$ cat src/rtl/pulse_gen.sv
// pulse_gen: turns one-cycle request strobes into pulses with a programmed
// high width and a guaranteed minimum low gap. Requests that arrive while a
// pulse is running are counted in a saturating pending counter.
module pulse_gen #(
  parameter int WIDTH_BITS = 8,
  parameter int PEND_BITS  = 4
) (
  input  logic                  clock,
  input  logic                  reset,
  input  logic                  trigger,
  input  logic [WIDTH_BITS-1:0] high_cycles,
  input  logic [WIDTH_BITS-1:0] low_cycles,
  output logic                  signal,
  output logic                  busy,
  output logic [PEND_BITS-1:0]  pending,
  output logic                  overflow
);

  typedef enum logic [1:0] {
    ST_IDLE,
    ST_HIGH,
    ST_GAP
  } state_t;

  state_t                r_state, w_state_next;
  logic [WIDTH_BITS-1:0] r_cnt, w_cnt_next;
  logic                  r_signal, w_signal_next;
  logic [PEND_BITS-1:0]  r_pending, w_pending_next;
  logic                  r_overflow, w_overflow_next;

  logic [WIDTH_BITS-1:0] w_high_load;
  logic [WIDTH_BITS-1:0] w_low_load;
  logic                  w_cnt_zero;
  logic                  w_pend_nz;
  logic                  w_pend_full;
  logic                  w_can_start;
  logic                  w_start;
  logic                  w_consume_q;
  logic                  w_consume_trig;
  logic                  w_accept;
  logic                  w_drop;

  // Phase reload values: a programmed length of 0 behaves as 1, so load 0.
  always_comb begin
    w_high_load = (high_cycles == '0) ? '0 : high_cycles - WIDTH_BITS'(1);
    w_low_load  = (low_cycles  == '0) ? '0 : low_cycles  - WIDTH_BITS'(1);
  end

  // Start decision and request bookkeeping: a start drains the queue first,
  // otherwise it takes the same-cycle trigger directly.
  always_comb begin
    w_cnt_zero     = (r_cnt == '0);
    w_pend_nz      = (r_pending != '0);
    w_pend_full    = (r_pending == '1);
    w_can_start    = (r_state == ST_IDLE) || ((r_state == ST_GAP) && w_cnt_zero);
    w_start        = w_can_start && (w_pend_nz || trigger);
    w_consume_q    = w_start && w_pend_nz;
    w_consume_trig = w_start && !w_pend_nz;
    w_accept       = trigger && !w_consume_trig && (!w_pend_full || w_consume_q);
    w_drop         = trigger && !w_consume_trig && !w_accept;

    w_pending_next = r_pending;
    if (w_accept && !w_consume_q) begin
      w_pending_next = r_pending + PEND_BITS'(1);
    end else if (!w_accept && w_consume_q) begin
      w_pending_next = r_pending - PEND_BITS'(1);
    end
    w_overflow_next = w_drop;
  end

  // Next-state logic for the IDLE/HIGH/GAP sequencer and its phase counter.
  always_comb begin
    w_state_next  = r_state;
    w_cnt_next    = r_cnt;
    w_signal_next = 1'b0;
    case (r_state)
      ST_IDLE: begin
        if (w_start) begin
          w_state_next  = ST_HIGH;
          w_cnt_next    = w_high_load;
          w_signal_next = 1'b1;
        end
      end
      ST_HIGH: begin
        if (w_cnt_zero) begin
          w_state_next  = ST_GAP;
          w_cnt_next    = w_low_load;
          w_signal_next = 1'b0;
        end else begin
          w_cnt_next    = r_cnt - WIDTH_BITS'(1);
          w_signal_next = 1'b1;
        end
      end
      ST_GAP: begin
        if (!w_cnt_zero) begin
          w_cnt_next = r_cnt - WIDTH_BITS'(1);
        end else if (w_start) begin
          w_state_next  = ST_HIGH;
          w_cnt_next    = w_high_load;
          w_signal_next = 1'b1;
        end else begin
          w_state_next = ST_IDLE;
        end
      end
      default: begin
        w_state_next = ST_IDLE;
        w_cnt_next   = '0;
      end
    endcase
  end

  // State register; reset discards queued requests and ignores trigger.
  always_ff @(posedge clock) begin
    if (reset) begin
      r_state    <= ST_IDLE;
      r_cnt      <= '0;
      r_signal   <= 1'b0;
      r_pending  <= '0;
      r_overflow <= 1'b0;
    end else begin
      r_state    <= w_state_next;
      r_cnt      <= w_cnt_next;
      r_signal   <= w_signal_next;
      r_pending  <= w_pending_next;
      r_overflow <= w_overflow_next;
    end
  end

  assign signal   = r_signal;
  assign busy     = (r_state != ST_IDLE);
  assign pending  = r_pending;
  assign overflow = r_overflow;

endmodule

$ cat config.mk
export PLATFORM = sky130hd
export DESIGN_NAME = pulse_gen
export DESIGN_NICKNAME = d
export VERILOG_FILES = /design/src/rtl/pulse_gen.sv
export SDC_FILE = /design/constraint.sdc
export NUM_CORES = 1
export LEC_CHECK = 0
export CORE_AREA = 2 2 69 58
export DETAILED_ROUTE_END_ITERATION = 8
export DIE_AREA = 0 0 71 60
export HOLD_SLACK_MARGIN = 0.08
export PLACE_DENSITY = 0.67
export SLEW_MARGIN = 15
export SYNTH_ARGS = -nofsm -noshare
export SYNTH_HDL_FRONTEND = slang
export SYNTH_SLANG_ARGS = --single-unit
export TNS_END_PERCENT = 5
$ cat constraint.sdc
create_clock -name clock -period 3.25 [get_ports clock]
set_input_delay 0.65 -clock clock [delete_from_list [all_inputs] [get_ports clock]]
set_output_delay 0.65 -clock clock [all_outputs]
set_load 0.1 [all_outputs]
Yosys cells after proc, flatten, opt, wreduce, memory -nomap -nowiden
Index checks and enable logic that the tools add are counted. Widths: inputs -> output; s select.

Output and inout port bits: 7. Flip-flop bits (word level): 16. Bits of input ports: 19. Logic and storage cells: 58.

Muxes and demuxes: 17. $add $sub $neg: 5. Reductions and logical operators: 25. Equality and inequality tests: 6.

Operator list (count): $mux 8 (5); $logic_not 8->1 (3); $pmux 8 s3 (1); $sub 8x1->8 const B (3); $logic_and 1x1->1 (9); $mux 4 (2); $mux 2 (3); $ne 2x2->1 const B (3); $pmux 2 s3 (1); $logic_not 1->1 (5); $add 4x1->4 const B (1); $eq 4x4->1 const B (1); $mux 1 (4); $reduce_bool 2->1 (2); $reduce_bool 4->1 (1); $sub 4x1->4 const B (1); $logic_or 1x1->1 (3); $pmux 1 s3 (1); $reduce_and 3->1 (1); $eq 2x1->1 const B (1); $eq 2x2->1 const B (1); $logic_not 2->1 (1).

Longest topological paths before layout
Depth after elaboration: 12. Gate-level depth with buffers: 15. Mapped depth without buffers: 15.

Worst setup path before layout
No wires, ideal clock.

Kind: register to register. Start point: register r_pending[1] (netlist: pending[1]). End point: register r_pending[3] (netlist: pending[3]). Setup slack: 315 ps. Period minus slack after synthesis: 2935 ps. Path buffers: 0. Data required time: 3180 ps. Stages on the path, launching flop included: 13. Library setup time: 70 ps. Arrival time: 2865 ps. Cell sequence: dfxtp_1 and4_1 nand2_1 nand2_1 a21oi_1 ha_1 inv_1 ha_1 a21o_1 a21oi_1 xnor2_1 or3_1 a21oi_1.

Cells in the longest elaborated chain, start to end: 10. Elaborated cells between the ends (all ways): 21. Classes of those cells: 2 x add/sub; 1 x eq/ne; 2 x mux; 16 x reduce/logical.

Ends and longest elaborated chain: from (decl) (line 28) `logic [PEND_BITS-1:0] r_pending, w_pending_next;`; from (signal assigned) (line 124) `r_pending <= w_pending_next;`; $reduce_bool 4->1 (line 53) `w_pend_nz = (r_pending != '0);`; $logic_or 1x1->1 (line 56) `w_start = w_can_start && (w_pend_nz || trigger);`; $logic_and 1x1->1 (line 56); $logic_and 1x1->1 (line 58) `w_consume_trig = w_start && !w_pend_nz;`; $logic_not 1->1 (line 59) `w_accept = trigger && !w_consume_trig && (!w_pend_full || w_consume_q);`; $logic_and 1x1->1 (2 in a row) (line 59); $logic_not 1->1 (line 65) `end else if (!w_accept && w_consume_q) begin`; $logic_and 1x1->1 (line 65); $reduce_bool 2->1 (no source line).

Several ways; a longest one is shown, not always the timed one. The select of a mux whose other input is x is not followed. A chain may end at the register's enable or synchronous reset.

Worst setup path in the final report
Start point: register r_cnt[0]. End point: register r_pending[3] (netlist: pending[3]).

Cells in the longest elaborated chain, start to end: 11. Elaborated cells between the ends (all ways): 16. Classes of those cells: 1 x mux; 15 x reduce/logical.

Ends and longest elaborated chain: from (decl) (line 26) `logic [WIDTH_BITS-1:0] r_cnt, w_cnt_next;`; from (signal assigned) (line 122) `r_cnt <= w_cnt_next;`; $logic_not 8->1 * (line 52) `w_cnt_zero = (r_cnt == '0);`; $logic_and 1x1->1 * (line 55) `w_can_start = (r_state == ST_IDLE) || ((r_state == ST_GAP) && w_cnt_zero);`; $logic_or 1x1->1 * (line 55); $logic_and 1x1->1 * (line 56); $logic_and 1x1->1 (line 58); $logic_not 1->1 (line 59); $logic_and 1x1->1 (2 in a row) (line 59); $logic_not 1->1 (line 65); $logic_and 1x1->1 (line 65); $reduce_bool 2->1 (no source line).

Mark *: on every way between the ends. The rest lies on a longest branch, timed or not.

==> qor.yml <==
outcome:
  status: "finished clean"
final_layout:
  final_cell_mix: "18 x clkdlybuf4s50_1, 16 x nor2_1, 16 x a21oi_1, 16 x dfxtp_1, 13 x nand2_1"
  antenna_cells: 0
  stdcell_area_um2: 1660
  nNetsFinal: 221
  layout_commonest_cell: "clkdlybuf4s50_1"
  drive_above_1_share_pct: 10.9
  area_growth_pct: 23.2
timing:
  hold_viol: 0
  tns_ns: 0
  setup-violations-final: 0
  period_minus_slack_ns: 2.82
  hold_ws_ns: 0.557
  slew-limit-headroom_pct: 61.0
  fin_skew_ns: 0.00462
  slew_violations: 0
  max_freq_ghz: 0.354
  rsz0062_at_grt: "no"
  period_share_pct: 86.9
  worst_pin_slew_ns: 0.584
yosys:
  yosysWarnings: 0
  avgSynthCellArea_um2: 8.14
  synthDistinctLibCells: 45
  synth_area_um2: 1340
  synth_edf_count: 0
  synthXorXnorAreaFrac_pct: 7.82
  synth-compound-area-share_pct: 25.8
  synthMuxAreaShare_pct: 1.49
  synth_top_family_by_area: "simple AND/OR/NAND/NOR gates"
  synth-simple-area-share_pct: 26.4
  ys_ff_latch: 16
  synth_fa_ha_area_share_pct: 8.94
  synth_top_area_share_pct: 23.8
  synth_top_area_cell: "dfxtp_1"
  synthesis.nets: 193
  syn_inst: 165
  yosysSeqAreaShare_pct: 23.8
  synth_ff_type: "dfxtp_1"
  synthTopCellsByArea: "dfxtp_1 24%, ha_1 7.4%, a21oi_1 6.0%"
  postSynth.asyncResetShare_pct: 0
grt:
  grt_max_degree: 12
  grt_pass1_vias: 1144
  grtUsageTotal_pct: 15.3
  grt_overflow_total: 0
  antenna_found_initial: 0
  grt_pass1_wl_um: 5150
floorplan:
  io_pins: 26
  die_w_um: 71
  core_um2: 3630
  fp.dieH_um: 60
  start_util_pct: 37.0
  num_rows: 20
  die_area_um2: 4260
power_and_ir_drop:
  ir_drop_uv: 695
  p_leak_nw: 0.660
  cellPowerDensity_nw_per_um2: 966
  p_total_mw: 1.60
route:
  drt-total-wl_um: 3130
  first_iter_violations: 40
  ant_nets: 0
  wl_per_cell_um: 13.3
  vias: 1289
  drc: 0
  first_pass_iters: 4
  routed_via_density: 5.46
hold_path:
  min_from: "pending[3]"
  min_path_type: "reg2reg"
clock_network:
  cts_sinks: 16
  root_buffer: "clkbuf_8"
  tritoncts: "done"
  clkLatencyLatePin_ns: 0.25
  cts_buffers: 3
  cts_resized: 0
  clk_path_buf_depth: 2
  postCtsSetupBuffers: 0
  clock_tree.htree_level_count: 1
  path_clk_slew_ns: 0.06
  ctsHoldBuffers: 0
worst_setup_path:
  r2r_cells: 15
  crit_type: "reg2reg"
  worstPathMaxFanout: 4
  crit_family: "compound AO/OA/AOI/OAI gates"
  worst-path-buf-inv: 2
  cp_slowest_cell: "dfxtp_1"
  worstSetupEndpointType: "flip-flop"
  r2r_slack_ns: 0.43
  cp.depth: 15
  arrival_ns: 3.01
  r2r-end: "pending[3]"
  crit_path_start: "r_cnt[0]"
  worstReg2RegStart: "r_cnt[0]"
  worstPathRequired_ns: 3.43
  cp_cell_sequence: "inv_1 > ha_1 > nor2b_1 > a31oi_1 > nand2_1 > nand2_1 > a21oi_1 > ha_1 > inv_1 > ha_1 > a21o_1 > a21oi_1 > xnor2_1 > or3_1 > a21oi_1"
  crit_end: "pending[3]"
  startpoint_type: "flip-flop"
  slowest_delay_ns: 0.36
placement:
  place_area_um2: 1600
  gp_congestion: 0.817
  io_buffers: 25
  dpl.hpwl_um: 2430
run:
  maxCapViolCount: 0
-- cells by family (layout without fill, tap and decap cells) --
group,after synthesis,in the layout
buffers and inverters,13,40
multiplexers,2,2
XOR/XNOR,12,12
adder cells (fa/ha/maj),9,9
AND/OR/NAND/NOR,61,61
AO/OA/AOI/OAI,52,52
flip-flops,16,16
-- state kept, by name (all words and copies together), names as in the netlist --
signal and flops:
r_cnt 8, pending 4, r_state 2, overflow 1, signal 1
-- stage by stage --
step                instances  worst slack [ns]  utilization [%]
detailed placement        232             0.395             44.1
CTS                       236             0.410             45.6
global route              236             0.160             45.6
finish                    236             0.425             45.6
global placement          232             0.444             44.1
floorplan                 165             0.315                -
-- cell usage after synthesis (2+ instances only) --
cell type  count
a21oi_1       16
dfxtp_1       16
nor2_1        16
nand2_1       13
inv_1         10
ha_1           8
o21ai_0        8
xor2_1         8
or4_1          5
a22oi_1        4
nor4_1         4
xnor2_1        4
a211oi_1       3
a31oi_1        3
nor3b_1        3
o31ai_1        3
or3_1          3
a2111oi_0      2
a21o_1         2
a31o_2         2
clkbuf_8       2
mux2i_1        2
nand2b_1       2
nand4b_1       2
nor2b_1        2
nor3_1         2
o211ai_1       2
-- metal layers --
metal | track usage, % | wire [um] | share of wire (%)
met1 | 22.2 | 1650 | 53
met2 | 22.7 | 1250 | 40
met3 | 2.02 | 174 | 5.6
met4 | 6.20 | 58 | 1.9
met5 | 0 | 0 | 0
-- worst min path at each step --
stage	to	slack (ns)	cells past startpoint
after CTS	pending[3]	0.55	2
after detailed placement	pending[3]	0.54	2
after global placement	pending[3]	0.54	2
after floorplan	r_state[1]	0.53	2
final	pending[3]	0.56	2
after global routing	pending[3]	0.58	2
-- cell type report --
class | instances | area (um^2)
timing repair buffer | 26 | 240
inverter | 10 | 37.5
fill | 369 | 1970
sequential | 16 | 320
tap | 44 | 55.1
multi-input combinational | 136 | 947
clock buffer | 4 | 55.1
-- where the power goes --
part	total (mW)	switching, mW	internal, mW
combinational	1.04	0.643	0.400
clock	0.176	0.0682	0.107
sequential	0.381	0.108	0.273
-- tightest hold or removal path: stages, from the launching register on --
cell	delay (ns)
dfxtp_1	0.36
o21ai_0	0.09
a21oi_1	0.06
Power figures use the tool's default switching activity.
